## src/rtl/proc_pkg.sv

```systemverilog
// Shared constants and types for the decode-stage register file.
package proc_pkg;

  localparam int DATA_W   = 64;
  localparam int ADDR_W   = 3;
  localparam int NUM_REGS = 2 ** ADDR_W;

  typedef logic [ADDR_W-1:0] reg_addr_t;
  typedef logic [DATA_W-1:0] word_t;

endpackage

```

## src/rtl/mux_8_64bit.sv

```systemverilog
// 8:1 word-wide read mux, one instance per register-file read port.
module mux_8_64bit
  import proc_pkg::*;
(
  input  word_t     in_words [NUM_REGS],
  input  reg_addr_t sel,
  output word_t     out_word
);

  always_comb begin
    out_word = in_words[sel];
  end

endmodule

```

## src/rtl/regfile_8x64.sv

```systemverilog
// 8x64 register file: two combinational read ports, one write port, pending scoreboard.
// Optional macro RF_BYPASS_EN adds same-cycle writeback-to-read forwarding.
module regfile_8x64
  import proc_pkg::*;
(
  input  logic              clk,
  input  logic              rst,
  input  logic [ADDR_W-1:0] RADDR_A,
  input  logic [ADDR_W-1:0] RADDR_B,
  output logic [DATA_W-1:0] RDATA_A,
  output logic [DATA_W-1:0] RDATA_B,
  input  logic              WE,
  input  logic [ADDR_W-1:0] WADDR,
  input  logic [DATA_W-1:0] WDATA,
  input  logic              ISSUE,
  input  logic [ADDR_W-1:0] ISSUE_ADDR,
  output logic              STALL,
  output logic [NUM_REGS-1:0] PENDING
);

  word_t               regs_q [1:NUM_REGS-1];
  word_t               regs_d [1:NUM_REGS-1];
  logic [NUM_REGS-1:0] pending_q;
  logic [NUM_REGS-1:0] pending_d;
  logic [NUM_REGS-1:0] pending_eff;
  word_t               mux_in [NUM_REGS];
  word_t               mux_a;
  word_t               mux_b;
  word_t               rd_a;
  word_t               rd_b;

  // Writeback clears pending first so a same-edge issue to that register wins.
  always_comb begin
    regs_d    = regs_q;
    pending_d = pending_q;
    for (int i = 1; i < NUM_REGS; i++) begin
      if (WE && (WADDR == reg_addr_t'(i))) begin
        regs_d[i]    = WDATA;
        pending_d[i] = 1'b0;
      end
      if (ISSUE && (ISSUE_ADDR == reg_addr_t'(i))) begin
        pending_d[i] = 1'b1;
      end
    end
    pending_d[0] = 1'b0;
  end

  always_ff @(posedge clk) begin
    if (!rst) begin
      for (int i = 1; i < NUM_REGS; i++) begin
        regs_q[i] <= '0;
      end
      pending_q <= '0;
    end else begin
      regs_q    <= regs_d;
      pending_q <= pending_d;
    end
  end

  always_comb begin
    mux_in[0] = '0;
    for (int i = 1; i < NUM_REGS; i++) begin
      mux_in[i] = regs_q[i];
    end
  end

  mux_8_64bit u_mux_a (
    .in_words (mux_in),
    .sel      (RADDR_A),
    .out_word (mux_a)
  );

  mux_8_64bit u_mux_b (
    .in_words (mux_in),
    .sel      (RADDR_B),
    .out_word (mux_b)
  );

  always_comb begin
    rd_a        = mux_a;
    rd_b        = mux_b;
    pending_eff = pending_q;
`ifdef RF_BYPASS_EN
    if (WE && (WADDR != '0)) begin
      pending_eff[WADDR] = 1'b0;
      if (WADDR == RADDR_A) rd_a = WDATA;
      if (WADDR == RADDR_B) rd_b = WDATA;
    end
`endif
  end

  // Outputs are forced quiet while reset is held, before the first reset edge lands.
  always_comb begin
    RDATA_A = rst ? rd_a : '0;
    RDATA_B = rst ? rd_b : '0;
    PENDING = rst ? pending_q : '0;
    STALL   = rst & (pending_eff[RADDR_A] | pending_eff[RADDR_B]);
  end

endmodule

```

## config.mk

```make
export PLATFORM = sky130hd
export DESIGN_NAME = regfile_8x64
export DESIGN_NICKNAME = d
export VERILOG_FILES = /design/src/rtl/proc_pkg.sv /design/src/rtl/mux_8_64bit.sv /design/src/rtl/regfile_8x64.sv
export SDC_FILE = /design/constraint.sdc
export NUM_CORES = 1
export LEC_CHECK = 0
export ABC_AREA = 1
export BUFFER_PORTS_ARGS = -buffer_cell sky130_fd_sc_hd__buf_2
export CORE_AREA = 10 10 299 186
export DETAILED_ROUTE_END_ITERATION = 12
export DIE_AREA = 0 0 309 196
export PLACE_DENSITY = 0.67
export SLEW_MARGIN = 15
export SYNTH_ARGS = -nofsm -noshare
export SYNTH_HDL_FRONTEND = slang
export SYNTH_SLANG_ARGS = --single-unit
```

## constraint.sdc

```tcl
create_clock -name clk -period 1.7 [get_ports clk]
set_clock_uncertainty 0.2 [all_clocks]
set_input_delay 0.255 -clock clk [delete_from_list [all_inputs] [get_ports clk]]
set_output_delay 0.255 -clock clk [all_outputs]
set_load 0.005 [all_outputs]
```

==> results of run 1 <==
-- registers in the layout, summed over array words and instances, names as in the netlist --
signal,cells
mux_in,448
pending_eff,7
-- path summary, 6_finish.rpt --
path                                             startpoint                           to  slack, ns  depth (start not counted)
worst max-delay path                 mux_in[0]$_SDFFE_PN0P_                   RDATA_A[0]      -0.44                          7
worst min-delay path                                    rst      mux_in[79]$_SDFFE_PN0P_    -0.0002                          4
worst max register to register  pending_eff[5]$_SDFFE_PN0P_  pending_eff[5]$_SDFFE_PN0P_       0.22                          5
worst min register to register     mux_in[186]$_SDFFE_PN0P_     mux_in[186]$_SDFFE_PN0P_       0.26                          2
-- power by group --
part	internal (mW)	leakage [nW]	switching (mW)
sequential	11.1	3.75	0.232
clock	6.00	0.756	4.49
combinational	1.79	8.64	2.80
-- cells by family (layout without fill, tap and decap cells) --
| group | Yosys count | in the layout | share of synthesized area |
|---|---|---|---|
| DFF | 455 | 455 | 0.374 |
| buffers and inverters | 573 | 842 | 0.101 |
| other | 1 | 7 | 0.000154 |
| AOI/OAI and AO/OA | 1291 | 1291 | 0.292 |
| and+or+nand+nor | 1460 | 1460 | 0.233 |
-- synth_stat cells (6+ instances only) --
cell type	number	area, um2
nand2_1	801	3010
o21ai_0	548	2740
nor2_1	516	1940
dfxtp_1	455	9110
a21oi_1	449	2250
o211ai_1	256	1920
inv_1	220	826
buf_2	161	806
clkbuf_1	155	582
nand3_1	140	701
o21ai_1	34	170
buf_4	22	165
buf_1	6	22.5
-- worst max-delay path: cells and delay by family (launching register included) --
| family | cells | cell delay (ns) |
|---|---|---|
| flip-flops | 1 | 0.31 |
| buffers and inverters | 2 | 0.24 |
| AO/OA/AOI/OAI | 2 | 0.36 |
| AND/OR/NAND/NOR | 3 | 0.21 |
-- per-stage QoR --
stage               setup WS, ns  hold slack (ns)
floorplan                  0.112            0.157
global placement          -0.291            0.263
detailed placement        -0.299            0.266
CTS                       -0.416         0.000365
global route              -0.515           0.0143
finish                    -0.442        -0.000247
-- area by class of cell --
cell class / instances / area [um2]
diodes: 6 / 15.0
inverters: 224 / 852
multi-input cells: 2752 / 13800
repair buffers: 535 / 4950
fillers: 4693 / 19000
flip-flops and latches: 455 / 9260
clock inverters: 22 / 219
well taps: 660 / 826
clock buffers: 61 / 1300
-- what timing repair did --
action,4_1_cts,5_1_grt
hold buffers,72,0
resized for setup,422,242
setup buffers,12,24
endpoints found under the hold margin,455,0
setup endpoints to repair,129,131
pin swaps,132,226
gates cloned,0,0
-- layer usage --
| metal | vias up | GRT usage | wire (um) |
|---|---|---|---|
| li1 | 13100 | - | - |
| met1 | 12200 | 0.396 | 40100 |
| met2 | 1246 | 0.425 | 38200 |
| met3 | 165 | 0.0522 | 8070 |
| met4 | 0 | 0.0853 | 2420 |
| met5 | - | 0 | 0 |
==> run summary, run 1 <==
clk_lat worst skew - 0.57 ns
leakage power total - 13.2 nW
instance area at placement - 27500 um2
Clock transition at path regs - 0.06 ns
crit-path max FO - 3
Die ar. - 60600 um2
Final min period - 2.14 ns
CTS sink cnt - 455
NumNets Final - 4095
CP endpoint kind - primary output
post-route ant nets - 0
WP data required - 1.24 ns
synthesis-stage register bit count - 455
fin area - 31300 um2
# port buffers - 215
Final Instance Count excl. Fillers - 4715
critical path class - flop to primary output
H-Tree Depth - 2
most frequent cells in the layout - nand2_1 (758), nor2_1 (516), o21ai_0 (418), dfxtp_1 (339), o211ai_1 (256)
PD cells - 844 nW/um2
WL per Instance - 18.8 um
Final HPWL DP - 55000 um
Hold Vio Cnt, Final - 1
FMAX - 467 MHz
Mapped Area - 24400 um2
height of the die - 196 um
most common cell after layout, fill and taps aside - nand2_1
Core Area - 50300 um2
number of primary I/O pins - 217
Final Util - 0.622
VDD IR max - 0.000694 V
Slowest-stage cell, CP - dfxtp_1
RSZ-0062 raised after global routing - yes
Mapped Cells - 3780
Vias - 26.7k
first-pass GRT wire length - 139000 um
clock tree buffer depth - 3
worst setup margin - -0.442 ns
asr flop ratio synth - 0
Slew Limit Fails - 0
largest stage delay on the critical path - 0.31 ns
vias in the first global route - 24.1k
total CTS buffers - 47
Root Driver - clkbuf_16
Cell Rows - 64
final WL - 88800 um
most numerous cell on the critical path - nand2_1
Initial Utilization - 0.485
Vias/cell - 5.67
Die X - 309 um
P&R area growth vs syn - 28.3%
final setup vio count - 129
synth unique cells - 23
Hold WC Path Type - primary input to flop
outcome - complete, but fails checks
Slew HR - 0.596
Final Power - 26.4 mW
CTS tree - yes
Mean Syn Cell Area - 6.45 um2
total global routing overflow - 0
Worst setup SP type - flop
DRC violations left - 0
count of max-cap constraint violations - 0
largest net degree at the start of global routing - 100
Pre-antenna DRT Iters - 6
syn nets - 3860
dominant synthesized flop cell - dfxtp_1
gp weighted congestion - 0.860
antenna violations before repair - 6
Ys Warns - 0
EDFF count, synth - 0
final worst-path cycle share - 1.26
layout cell share with drive strength beyond 1 - 0.266
WP data arrival - 1.69 ns
crit-path cells - inv_1 -> nand2_1 -> o211ai_1 -> nand2_1 -> nand2_1 -> a21oi_2 -> buf_2
drt first-iter violations - 2598
post-route setup TNS - -37.09 ns
dpl cells - 4519
violated checks - negative hold slack, negative setup slack
hold slack - -0.000247 ns
Total GRT Usage - 0.280
worst slew pin tran - 0.604 ns
register area share after synthesis - 0.374
(Power assumes the default switching activity.)
==> run 2, diff against run 1 <==
--- a/config.mk
+++ b/config.mk
@@ -11,6 +11,7 @@
 export DETAILED_ROUTE_END_ITERATION = 12
 export DIE_AREA = 0 0 309 196
 export PLACE_DENSITY = 0.67
+export REMOVE_ABC_BUFFERS = 1
 export SLEW_MARGIN = 15
 export SYNTH_ARGS = -nofsm -noshare
 export SYNTH_HDL_FRONTEND = slang
==> run 2 against run 1 <==
Compared with the run above: the flow finishes with violations (negative setup slack); first-iteration DRC count up 2.9%; total power up 3.7%; register-to-register slack barely moved; critical path depth did not move; setup slack improved by 0.031 ns; sequential share of layout area decreased by 0.34 points; cell area grew 1.3%; non-clock buffer count is 20 higher; combinational power up 2%; clock power grew 9%; core utilization grew 0.83 points; largest cell class unchanged; highest routed layer unchanged.
==> run summary, run 2 (synthesized netlist as in run 1, its figures left out) <==
outcome - complete, but fails checks
violated checks - negative setup slack
crit-path cells - inv_2 -> a21oi_2 -> o21ai_1 -> nand2_1 -> nand2_1 -> a21oi_2 -> buf_2
CP endpoint kind - primary output
first-pass GRT wire length - 142000 um
Sw Ratio - 0.281
Hold WC Path Type - primary input to flop
Die X - 309 um
final setup vio count - 129
Core Area - 50300 um2
Cell Rows - 64
total global routing overflow - 0
Slowest-stage cell, CP - dfxtp_2
worst setup margin - -0.412 ns
Initial Utilization - 0.485
area of the multi-input gates - 13900 um2
vias in the first global route - 25.0k
Vias - 27.0k
PD cells - 863 nW/um2
most frequent cells in the layout - nand2_1 (744), nor2_1 (516), o21ai_0 (418), dfxtp_1 (325), o211ai_1 (256)
dpl cells - 4556
number of primary I/O pins - 217
layout cell share with drive strength beyond 1 - 0.277
crit-path max FO - 3
Gate power share - 0.171
largest net degree at the start of global routing - 64
VDD IR max - 0.000725 V
WL per Instance - 19.1 um
height of the die - 196 um
Pre-antenna DRT Iters - 6
final worst-path cycle share - 1.24
clock tree buffer depth - 3
P&R area growth vs syn - 30.0%
Final HPWL DP - 56900 um
Slew Limit Fails - 0
Flop pwr share - 0.413
switching power - 7.68 mW
most common cell after layout, fill and taps aside - nand2_1
DRC violations left - 0
RSZ-0062 raised after global routing - yes
Worst setup SP type - flop
Final Instance Count excl. Fillers - 4730
count of max-cap constraint violations - 0
post-route ant nets - 0
max reg flops - 448
critical path class - flop to primary output
# port buffers - 215
WP data arrival - 1.66 ns
drt first-iter violations - 2674
Final min period - 2.11 ns
Hold Vio Cnt, Final - 0
final WL - 90400 um
register area - 9270 um2
total CTS buffers - 46
NumNets Final - 4114
FMAX - 474 MHz
Final Util - 0.630
internal power of the cells - 19.7 mW
gp weighted congestion - 0.856
hold slack - 0.0773 ns
CTS tree - yes
Total GRT Usage - 0.286
H-Tree Depth - 2
Die ar. - 60600 um2
Vias/cell - 5.70
WP data required - 1.24 ns
Fillers - 4665
CTS sink cnt - 455
Clock transition at path regs - 0.07 ns
clk_lat worst skew - 0.56 ns
antenna violations before repair - 2
leakage power total - 13.3 nW
Clk pwr share - 0.416
largest stage delay on the critical path - 0.32 ns
Root Driver - clkbuf_16
[run 2: metrics by stage]
step	worst slack (ns)	total power [mW]	setup TNS (ns)	cell area, um2
2_1_floorplan	-1.71	13.2	-719.14	22700
3_3_place_gp	-0.306	15.5	-22.96	27900
3_5_place_dp	-0.308	15.6	-22.91	27900
4_1_cts	-0.436	27.2	-39.07	31100
5_1_grt	-0.505	28.3	-47.22	31700
6_report	-0.412	27.4	-35.97	31700
[run 2: power groups by stage]
stage | sequential, mW | clock, mW | combinational [mW]
3_5_place_dp | 11.5 | 0 | 4.08
4_1_cts | 11.3 | 11.5 | 4.45
3_3_place_gp | 11.5 | 0 | 4.05
5_1_grt | 11.3 | 11.9 | 5.12
6_report | 11.3 | 11.4 | 4.69
2_1_floorplan | 11.4 | 0 | 1.74
[run 2: timing repair]
action	in CTS	in global routing
pin swaps	123	210
gates cloned	0	0
hold endpoints to repair	455	0
hold buffers	71	0
buffers inserted	11	10
gates resized for setup	438	260
setup endpoints to repair	129	133
[run 2: worst paths after layout]
check	slack, ns	startpoint	depth (start not counted)	to
worst max-delay path	-0.41	mux_in[157]$_SDFFE_PN0P_	7	RDATA_B[29]
worst min-delay path	0.08	WADDR[1]	4	pending_eff[4]$_SDFFE_PN0P_
worst max register to register	0.21	pending_eff[5]$_SDFFE_PN0P_	5	pending_eff[5]$_SDFFE_PN0P_
worst min register to register	0.25	mux_in[1]$_SDFFE_PN0P_	2	mux_in[1]$_SDFFE_PN0P_
[run 2: area by class of cell]
class,count,area share
antenna,2,0.000158
clock buffer,65,0.0428
clock inverter,17,0.00928
inverter,224,0.0269
multi-input combinational,2752,0.439
sequential,455,0.293
tap,660,0.0261
timing repair buffer,555,0.163
[run 2: layer usage]
layer	up-vias	wire, um	GRT usage
li1	13200	-	-
met1	12500	40500	0.406
met2	1199	39500	0.436
met3	160	8430	0.0564
met4	0	1980	0.0757
met5	-	0	0
[run 2: critical path: cells and delay by family (launching register included)]
family                 cells  cell delay (ns)
flip-flops                 1             0.32
AO/OA/AOI/OAI              3             0.42
buffers and inverters      2             0.20
AND/OR/NAND/NOR            2             0.14
